<file path="config.mk">
export PLATFORM = sky130hd
export DESIGN_NAME = md_ctrl
export DESIGN_NICKNAME = d
export VERILOG_FILES = /design/src/rtl/md_ctrl.sv
export SDC_FILE = /design/constraint.sdc
export NUM_CORES = 1
export LEC_CHECK = 0
export CORE_UTILIZATION = 40
export CTS_BUF_LIST = sky130_fd_sc_hd__clkbuf_4 sky130_fd_sc_hd__clkbuf_8
export DETAILED_ROUTE_END_ITERATION = 10
export PLACE_DENSITY = 0.8
export SLEW_MARGIN = 25
export SYNTH_ARGS = -nofsm -noshare
export SYNTH_HDL_FRONTEND = slang
export SYNTH_SLANG_ARGS = --single-unit
</file>
<file path="constraint.sdc">
create_clock -name clk -period 3.5 [get_ports clk]
set_input_delay 0.7 -clock clk [delete_from_list [all_inputs] [get_ports clk]]
set_output_delay 0.7 -clock clk [all_outputs]
set_load 0.02 [all_outputs]
</file>
<file path="src/rtl/md_ctrl.sv">
// Sequencing controller for the multiply/divide unit: issues start pulses from E,
// tracks unit occupancy with its own latency counter, stalls D on hi/lo hazards.
module md_ctrl #(
   parameter int MULT_CYCLES = 5,
   parameter int DIV_CYCLES  = 10
) (
   input  logic        clk,
   input  logic        reset,
   input  logic [31:0] instr_d,
   input  logic [31:0] instr_e,
   input  logic        req,
   input  logic        md_busy,
   output logic        md_start,
   output logic        stall_d,
   output logic        ctrl_busy,
   output logic        err,
   output logic [31:0] stall_cnt
);

   localparam logic [5:0] FUNC_MFHI  = 6'h10;
   localparam logic [5:0] FUNC_MTHI  = 6'h11;
   localparam logic [5:0] FUNC_MFLO  = 6'h12;
   localparam logic [5:0] FUNC_MTLO  = 6'h13;
   localparam logic [5:0] FUNC_MULT  = 6'h18;
   localparam logic [5:0] FUNC_MULTU = 6'h19;
   localparam logic [5:0] FUNC_DIV   = 6'h1a;
   localparam logic [5:0] FUNC_DIVU  = 6'h1b;

   localparam logic [3:0] MULT_N = 4'(MULT_CYCLES);
   localparam logic [3:0] DIV_N  = 4'(DIV_CYCLES);

   typedef enum logic [0:0] {
      ST_IDLE = 1'b0,
      ST_BUSY = 1'b1
   } state_t;

   function automatic logic is_mult(input logic [31:0] instr);
      return (instr[31:26] == 6'd0) &&
             ((instr[5:0] == FUNC_MULT) || (instr[5:0] == FUNC_MULTU));
   endfunction

   function automatic logic is_start(input logic [31:0] instr);
      return (instr[31:26] == 6'd0) &&
             ((instr[5:0] == FUNC_MULT) || (instr[5:0] == FUNC_MULTU) ||
              (instr[5:0] == FUNC_DIV)  || (instr[5:0] == FUNC_DIVU));
   endfunction

   function automatic logic is_access(input logic [31:0] instr);
      return (instr[31:26] == 6'd0) &&
             ((instr[5:0] == FUNC_MFHI) || (instr[5:0] == FUNC_MFLO) ||
              (instr[5:0] == FUNC_MTHI) || (instr[5:0] == FUNC_MTLO));
   endfunction

   state_t      state_r;
   logic [3:0]  cnt_r;
   logic        err_r;
   logic [31:0] stall_cnt_r;

   logic        start_e_s;
   logic        md_start_s;
   logic        stall_d_s;
   logic        collide_s;
   logic        unused_bits_s;

   assign unused_bits_s = ^{instr_d[25:6], instr_e[25:6]};

   // Start issue, D-stage hazard stall and start-while-busy detection
   always_comb begin
      start_e_s  = is_start(instr_e);
      md_start_s = 1'b0;
      stall_d_s  = 1'b0;
      collide_s  = 1'b0;
      if (!reset && (state_r == ST_IDLE) && start_e_s && !req) begin
         md_start_s = 1'b1;
      end else begin
         md_start_s = 1'b0;
      end
      if (!reset && is_access(instr_d) | is_start(instr_d)) begin
         stall_d_s = (state_r == ST_BUSY) || md_start_s;
      end else begin
         stall_d_s = 1'b0;
      end
      if ((state_r == ST_BUSY) && start_e_s && !req) begin
         collide_s = 1'b1;
      end else begin
         collide_s = 1'b0;
      end
   end

   // Occupancy FSM, sticky error flag and stall statistics
   always_ff @(posedge clk) begin
      if (reset) begin
         state_r     <= ST_IDLE;
         cnt_r       <= 4'd0;
         err_r       <= 1'b0;
         stall_cnt_r <= 32'd0;
      end else begin
         case (state_r)
            ST_IDLE: begin
               if (md_start_s) begin
                  state_r <= ST_BUSY;
                  cnt_r   <= is_mult(instr_e) ? MULT_N : DIV_N;
               end else begin
                  state_r <= ST_IDLE;
               end
            end
            ST_BUSY: begin
               // req freezes the unit, so the counter holds with it
               if (!req) begin
                  if (cnt_r > 4'd1) begin
                     cnt_r <= cnt_r - 4'd1;
                  end else begin
                     state_r <= ST_IDLE;
                     cnt_r   <= 4'd0;
                  end
               end else begin
                  cnt_r <= cnt_r;
               end
            end
            default: begin
               state_r <= ST_IDLE;
               cnt_r   <= 4'd0;
            end
         endcase
         if ((md_busy != (state_r == ST_BUSY)) || collide_s) begin
            err_r <= 1'b1;
         end else begin
            err_r <= err_r;
         end
         if (stall_d_s) begin
            stall_cnt_r <= stall_cnt_r + 32'd1;
         end else begin
            stall_cnt_r <= stall_cnt_r;
         end
      end
   end

   assign md_start  = md_start_s;
   assign stall_d   = stall_d_s;
   assign ctrl_busy = (state_r == ST_BUSY);
   assign err       = err_r;
   assign stall_cnt = stall_cnt_r;

endmodule

</file>
==> impl_metrics.yaml, run 1 <==
grt:
  use_met3: 0.0398
  grt_pass1_wl_mm: 8.65
  grt-ovfl-total: 0
  grt.busiest_layer: "met2"
  first_global_vias: 1913
  antenna_found_initial: 0
  track_usage: 0.205
  use_met1: 0.264
  grt_max_degree: 40
  grtUsageMet2: 0.338
floorplan:
  dieArea_um2: 5400
  io_pins: 104
  initial_core_util: 0.425
  coreArea_um2: 4820
  die_y_um: 73.5
  fp-row-count: 25
  die_x_um: 73.5
sta:
  grt_setup_unrepaired: "false"
  max_slew.worst_pin.slew_ps: 710
  final_hold_viol_count: 0
  setup_viol: 0
  slew_viol_final: 0
  clock.fmax_mhz: 298
  timing.slew.headroom: 0.523
  final.setup.tns_ps: 0
  finalCritPeriodShare: 0.960
  finClkSkew_ps: 7.41
  finalWorstPathRequiredPeriod_ps: 3360
  layout_setup_ws_ps: 141
  hold_ws_ps: 462
yosys:
  synth_area_leaders: "dfxtp_1 37%, a21oi_1 5.4%, o21ai_0 3.4%, nand4_1 3.4%, or3_1 3.4%"
  synth_top_family_by_area: "simple AND/OR/NAND/NOR gates"
  synth.cell_area_um2: 2050
  synth_top_area_cell: "dfxtp_1"
  syn_nets: 313
  synth_compound_area_frac: 0.227
  synth-simple-area-share: 0.288
  async_flop_share: 0
  synth_fa_ha_area_frac: 0.0183
  ys_seq_elements: 38
  synth-edff-count: 0
  syn_inst: 242
  yosysMostFrequentCell: "dfxtp_1"
  yosys-top-cells-count: "38 x dfxtp_1, 22 x a21oi_1, 14 x nor2_1, 14 x o21ai_0, 12 x inv_1"
  syn_area_per_cell_um2: 8.45
  yosys.area_share.xor_xnor: 0.0428
  yosysTopAreaCellShare: 0.372
  yosysSeqAreaShare: 0.372
  yosysWarnings: 0
  yosys-mux-area-fraction: 0.0104
  ys.flop_type: "dfxtp_1"
  ys_types: 46
critical_path:
  worstSetupStartpointType: "input port"
  worstSetupPathType: "in -> out"
  path_cells: "clkdlybuf4s50_1 -> or4_4 -> nor3_2 -> o21ai_2 -> inv_1 -> clkdlybuf4s50_1"
  crit_slowest_cell: "clkdlybuf4s50_1"
  critical_path_required_ps: 2800
  rr_startpoint: "stall_cnt[3]"
  crit_start: "instr_d[28]"
  max_stage_delay_ps: 590
  cp_data_arrival_time_ps: 2660
  critPathMaxFanout: 3
  endpoint_kind: "output port"
  path_common_cell: "clkdlybuf4s50_1"
clock_network:
  cts_max_level: 2
  cts_tree: "built"
  clockBufferDepth: 2
  cts_resized: 0
  cts.clk_slew.worst_paths_ps: 70
  clkSinkCount: 38
  root_buffer: "clkbuf_8"
  clk_latency_ps: 290
  hold_buffers: 0
  cts_buffers: 5
  post_cts_buffers: 0
drt:
  drtIter0Drc: 171
  routed_via_density: 5.63
  wl_per_cell_um: 13.6
  post-route-drc-count: 0
  first_pass_iters: 4
  finalWirelength_mm: 5.12
  vias: 2115
  ant_nets: 0
place:
  place_ws_ps: 158
  gp_congestion: 0.827
  dp_hpwl_mm: 3.75
  dp.cells: 368
  io_buffer_count: 59
layout:
  stdcell_count: 376
  drive_gt1_frac: 0.100
  n_antenna_cell: 0
  syn_to_final_growth_pct: 39.3
  fin_util: 0.592
  fin_nets: 379
power:
  power.density_nw_per_um2: 278
  ir_drop_v: 0.000199
  leakage_nw: 0.893
min_path:
  hp-start: "err"
  hold_path.class: "reg -> reg"
job:
  maxCapViolCount: 0
status:
  status: "complete, no violations"
critical path: cells and delay by family:
family          cells  cell delay, ps
compound gates      1             120
simple gates        2             770
buf+inv             3            1060
routing by layer:
| metal | routed length (um) | vias to the layer above |
|---|---|---|
| li1 | - | 1049 |
| met1 | 2290 | 996 |
| met2 | 2480 | 65 |
| met3 | 282 | 5 |
| met4 | 65 | 0 |
| met5 | 0 | - |
worst paths after layout:
check | to | slack, ps | cells past startpoint
min reg2reg | err | 460 | 2
min | err | 460 | 2
max | stall_d | 140 | 6
max reg2reg | stall_cnt[25] | 1240 | 5
cells by family (layout without fill, tap and decap cells):
kind of cell | Yosys count | count (layout)
simple gates | 98 | 98
compound gates | 69 | 69
flops | 38 | 38
buf+inv | 22 | 89
xor+xnor | 10 | 10
fa+ha+maj | 3 | 3
mux | 2 | 2
metrics by stage:
step | instance area [um^2] | total power, mW
5_1_grt | 2850 | 0.818
3_5_place_dp | 2760 | 0.489
3_3_place_gp | 2760 | 0.488
2_1_floorplan | 2050 | 0.456
4_1_cts | 2850 | 0.799
6_report | 2850 | 0.792
final cells by class:
type / instances / area, um^2
Fill cell: 454 / 1970
Multi-Input combinational cell: 182 / 1200
Sequential cell: 38 / 761
Timing Repair Buffer: 69 / 666
Tap cell: 67 / 83.8
Clock buffer: 6 / 82.6
Inverter: 12 / 45.0
Clock inverter: 2 / 12.5
layout by cell type (no fill, tap or decap), types with 2 or more instances in the layout:
cell type,netlist,routed
ha_1,3,3
or4_1,4,4
o2111ai_1,5,5
nand4_1,11,11
o211ai_1,5,5
o21ai_0,14,14
nand3_1,10,10
a21o_1,3,3
xor2_1,5,5
clkdlybuf4s50_1,0,59
a21oi_1,22,22
nand2b_1,3,3
a211oi_1,5,5
o31ai_1,5,5
o21a_1,2,2
nor2_1,14,14
nand2_1,11,11
clkbuf_8,0,6
and4_1,4,4
nor4_1,6,6
xnor2_1,5,5
buf_4,0,10
o21ba_2,2,2
or3_1,11,11
dfxtp_1,38,38
nor3_1,6,6
and3_1,2,2
nor2b_1,6,6
inv_1,12,12
report_power, final:
part	total (mW)	internal, mW	leakage, nW	switching (mW)
registers	0.433	0.433	0.306	0.000441
logic	0.0456	0.0284	0.539	0.0172
clock network	0.314	0.158	0.0472	0.155
total	0.792	0.619	0.893	0.173
sequential cells by signal, summed over array words and instances (netlist names):
register   flops
err            1
stall_cnt     32
cnt_r          4
ctrl_busy      1
No activity file was read; power rests on OpenSTA's default activity.
==> run 2, diff against run 1 <==
--- a/config.mk
+++ b/config.mk
@@ -5,10 +5,11 @@
 export SDC_FILE = /design/constraint.sdc
 export NUM_CORES = 1
 export LEC_CHECK = 0
+export ABC_AREA = 1
 export CORE_UTILIZATION = 40
 export CTS_BUF_LIST = sky130_fd_sc_hd__clkbuf_4 sky130_fd_sc_hd__clkbuf_8
 export DETAILED_ROUTE_END_ITERATION = 10
-export PLACE_DENSITY = 0.8
+export PLACE_DENSITY = 0.76
 export SLEW_MARGIN = 25
 export SYNTH_ARGS = -nofsm -noshare
 export SYNTH_HDL_FRONTEND = slang
==> run 2 against run 1 <==
  * Via count is 21% higher
  * Critical path type unchanged
  * Non-clock buffer count is 6 lower
  * Utilization is 5.2 points lower
  * Critical endpoint unchanged
  * Clock power is 3% lower
  * Largest cell class unchanged
==> impl_metrics.yaml, run 2 <==
power:
  leakage_nw: 1.26
  ir_drop_v: 0.000136
  fin_total_pwr_mw: 0.794
  power.density_nw_per_um2: 249
floorplan:
  die_x_um: 80.3
  io_pins: 104
  die_y_um: 80.3
  coreArea_um2: 5920
  dieArea_um2: 6450
  fp-row-count: 28
  initial_core_util: 0.415
critical_path:
  critPathMaxFanout: 6
  path_common_cell: "clkdlybuf4s50_1"
  worstSetupPathType: "in -> out"
  path_cells: "clkdlybuf4s50_1 -> nand2_1 -> nor3_4 -> nand3_4 -> a21oi_2 -> clkdlybuf4s50_1"
  cp_data_arrival_time_ps: 2450
  max_stage_delay_ps: 640
  path_delay_family: "buffers and inverters"
  cp.buffers_inverters: 2
  critical_path_required_ps: 2800
  crit_slowest_cell: "clkdlybuf4s50_1"
  worstSetupStartpointType: "input port"
  endpoint_kind: "output port"
yosys:
  yosys.area_share.xor_xnor: 0.0107
  yosysWarnings: 0
  yosysMostFrequentCell: "nand2_1"
  synth_fa_ha_area_frac: 0.0153
  synth_area_leaders: "dfxtp_1 31%, nand2_1 14%, inv_1 10%, nor2_1 8.6%, nand4_1 5.4%"
  synth_compound_area_frac: 0.0933
  synth-simple-area-share: 0.442
  syn_inst: 381
  synth_top_family_by_area: "simple AND/OR/NAND/NOR gates"
  syn_area_per_cell_um2: 6.44
  ys.flop_type: "dfxtp_1"
  yosys-top-cells-count: "89 x nand2_1, 67 x inv_1, 56 x nor2_1"
  ys_types: 34
  async_flop_share: 0
  synth-edff-count: 0
  syn_nets: 452
  synth_top_area_cell: "dfxtp_1"
  yosysTopAreaCellShare: 0.310
  synth.cell_area_um2: 2450
  yosysSeqAreaShare: 0.310
  yosys-mux-area-fraction: 0
  ys_seq_elements: 38
min_path:
  hold_path.class: "reg -> reg"
drt:
  finalWirelength_mm: 6.00
  post-route-drc-count: 0
  vias: 2566
  routed_via_density: 4.97
  wl_per_cell_um: 11.6
  first_pass_iters: 4
  drtIter0Drc: 155
  ant_nets: 0
place:
  io_buffer_count: 59
  dp_hpwl_mm: 4.57
  gp_congestion: 0.835
clock_network:
  cts.clk_slew.worst_paths_ps: 70
  cts_max_level: 2
  cts_resized: 0
  cts_buffers: 5
  root_buffer: "clkbuf_8"
  post_cts_buffers: 0
  clk_latency_ps: 300
  hold_buffers: 0
  clkSinkCount: 38
  cts_tree: "built"
  clockBufferDepth: 2
grt:
  use_met1: 0.239
  first_global_vias: 2345
  grt.busiest_layer: "met2"
  grt-ovfl-total: 0
  grtUsageMet2: 0.347
  antenna_found_initial: 0
  grt_pass1_wl_mm: 10.2
  grt_max_degree: 29
  use_met3: 0.0466
  track_usage: 0.202
sta:
  setup_viol: 0
  clock.fmax_mhz: 317
  finClkSkew_ps: 8.47
  finalCritPeriodShare: 0.901
  final_hold_viol_count: 0
  final.setup.tns_ps: 0
  grt_setup_unrepaired: "false"
  slew_viol_final: 0
  finalWorstPathRequiredPeriod_ps: 3150
  max_slew.worst_pin.slew_ps: 456
  timing.slew.headroom: 0.693
layout:
  layout_common_cells: "89 x nand2_1, 67 x inv_1, 59 x clkdlybuf4s50_1"
  drive_gt1_frac: 0.0998
  n_antenna_cell: 0
  syn_to_final_growth_pct: 30.2
  fin_nets: 513
  layout_commonest_cell: "nand2_1"
  largest_reg_flops: 32
status:
  status: "complete, no violations"
job:
  maxCapViolCount: 0
## run 2: final timing paths
kind	startpoint	endpoint	slack, ps	depth (start not counted)
max reg2reg	ctrl_busy	stall_cnt[27]	1490	7
max	instr_e[3]	stall_d	350	6
min reg2reg	err	err	500	1
min	err	err	500	1
## run 2: final cells by class
cell class                      instances  area [um^2]
Fill cell                             587         2730
Multi-Input combinational cell        265         1380
Sequential cell                        38          761
Timing Repair Buffer                   63          621
Inverter                               69          260
Tap cell                               75         93.8
Clock buffer                            6         82.6
## run 2: cells by family (layout without fill, tap and decap cells)
kind of cell,count (synthesis),in the layout
AND/OR/NAND/NOR,222,222
adder cells (fa/ha/maj),3,3
flip-flops,38,38
AO/OA/AOI/OAI,37,37
XOR/XNOR,3,3
buffers and inverters,78,138
## run 2: power by group
part	internal (mW)	switching (mW)
combinational	0.0326	0.0245
sequential	0.433	0.000469
clock	0.152	0.152
total	0.618	0.177
## run 2: routing by layer
| metal | part of all wire | wire [um] | up-vias |
|---|---|---|---|
| li1 | - | - | 1327 |
| met1 | 0.46 | 2750 | 1152 |
| met2 | 0.48 | 2880 | 77 |
| met3 | 0.043 | 259 | 10 |
| met4 | 0.019 | 115 | 0 |
| met5 | 0 | 0 | - |
## run 2: worst register-to-register path, cell delays in order (launching register included)
cell and delay, ps:
dfxtp_1 360, nor3_2 280, nand3_4 150, nand2_1 360, nand2_2 320, nor2_2 250
a21oi_1 90, nor2_1 120
## run 2: stage by stage
step	hold WS (ps)	instances	instance area, um^2	setup slack (ps)	utilization
6_report	498	516	3200	348	0.540
3_3_place_gp	463	510	3110	381	0.526
2_1_floorplan	528	381	2450	1370	-
4_1_cts	501	516	3200	334	0.540
5_1_grt	532	516	3200	270	0.540
3_5_place_dp	480	510	3110	332	0.526
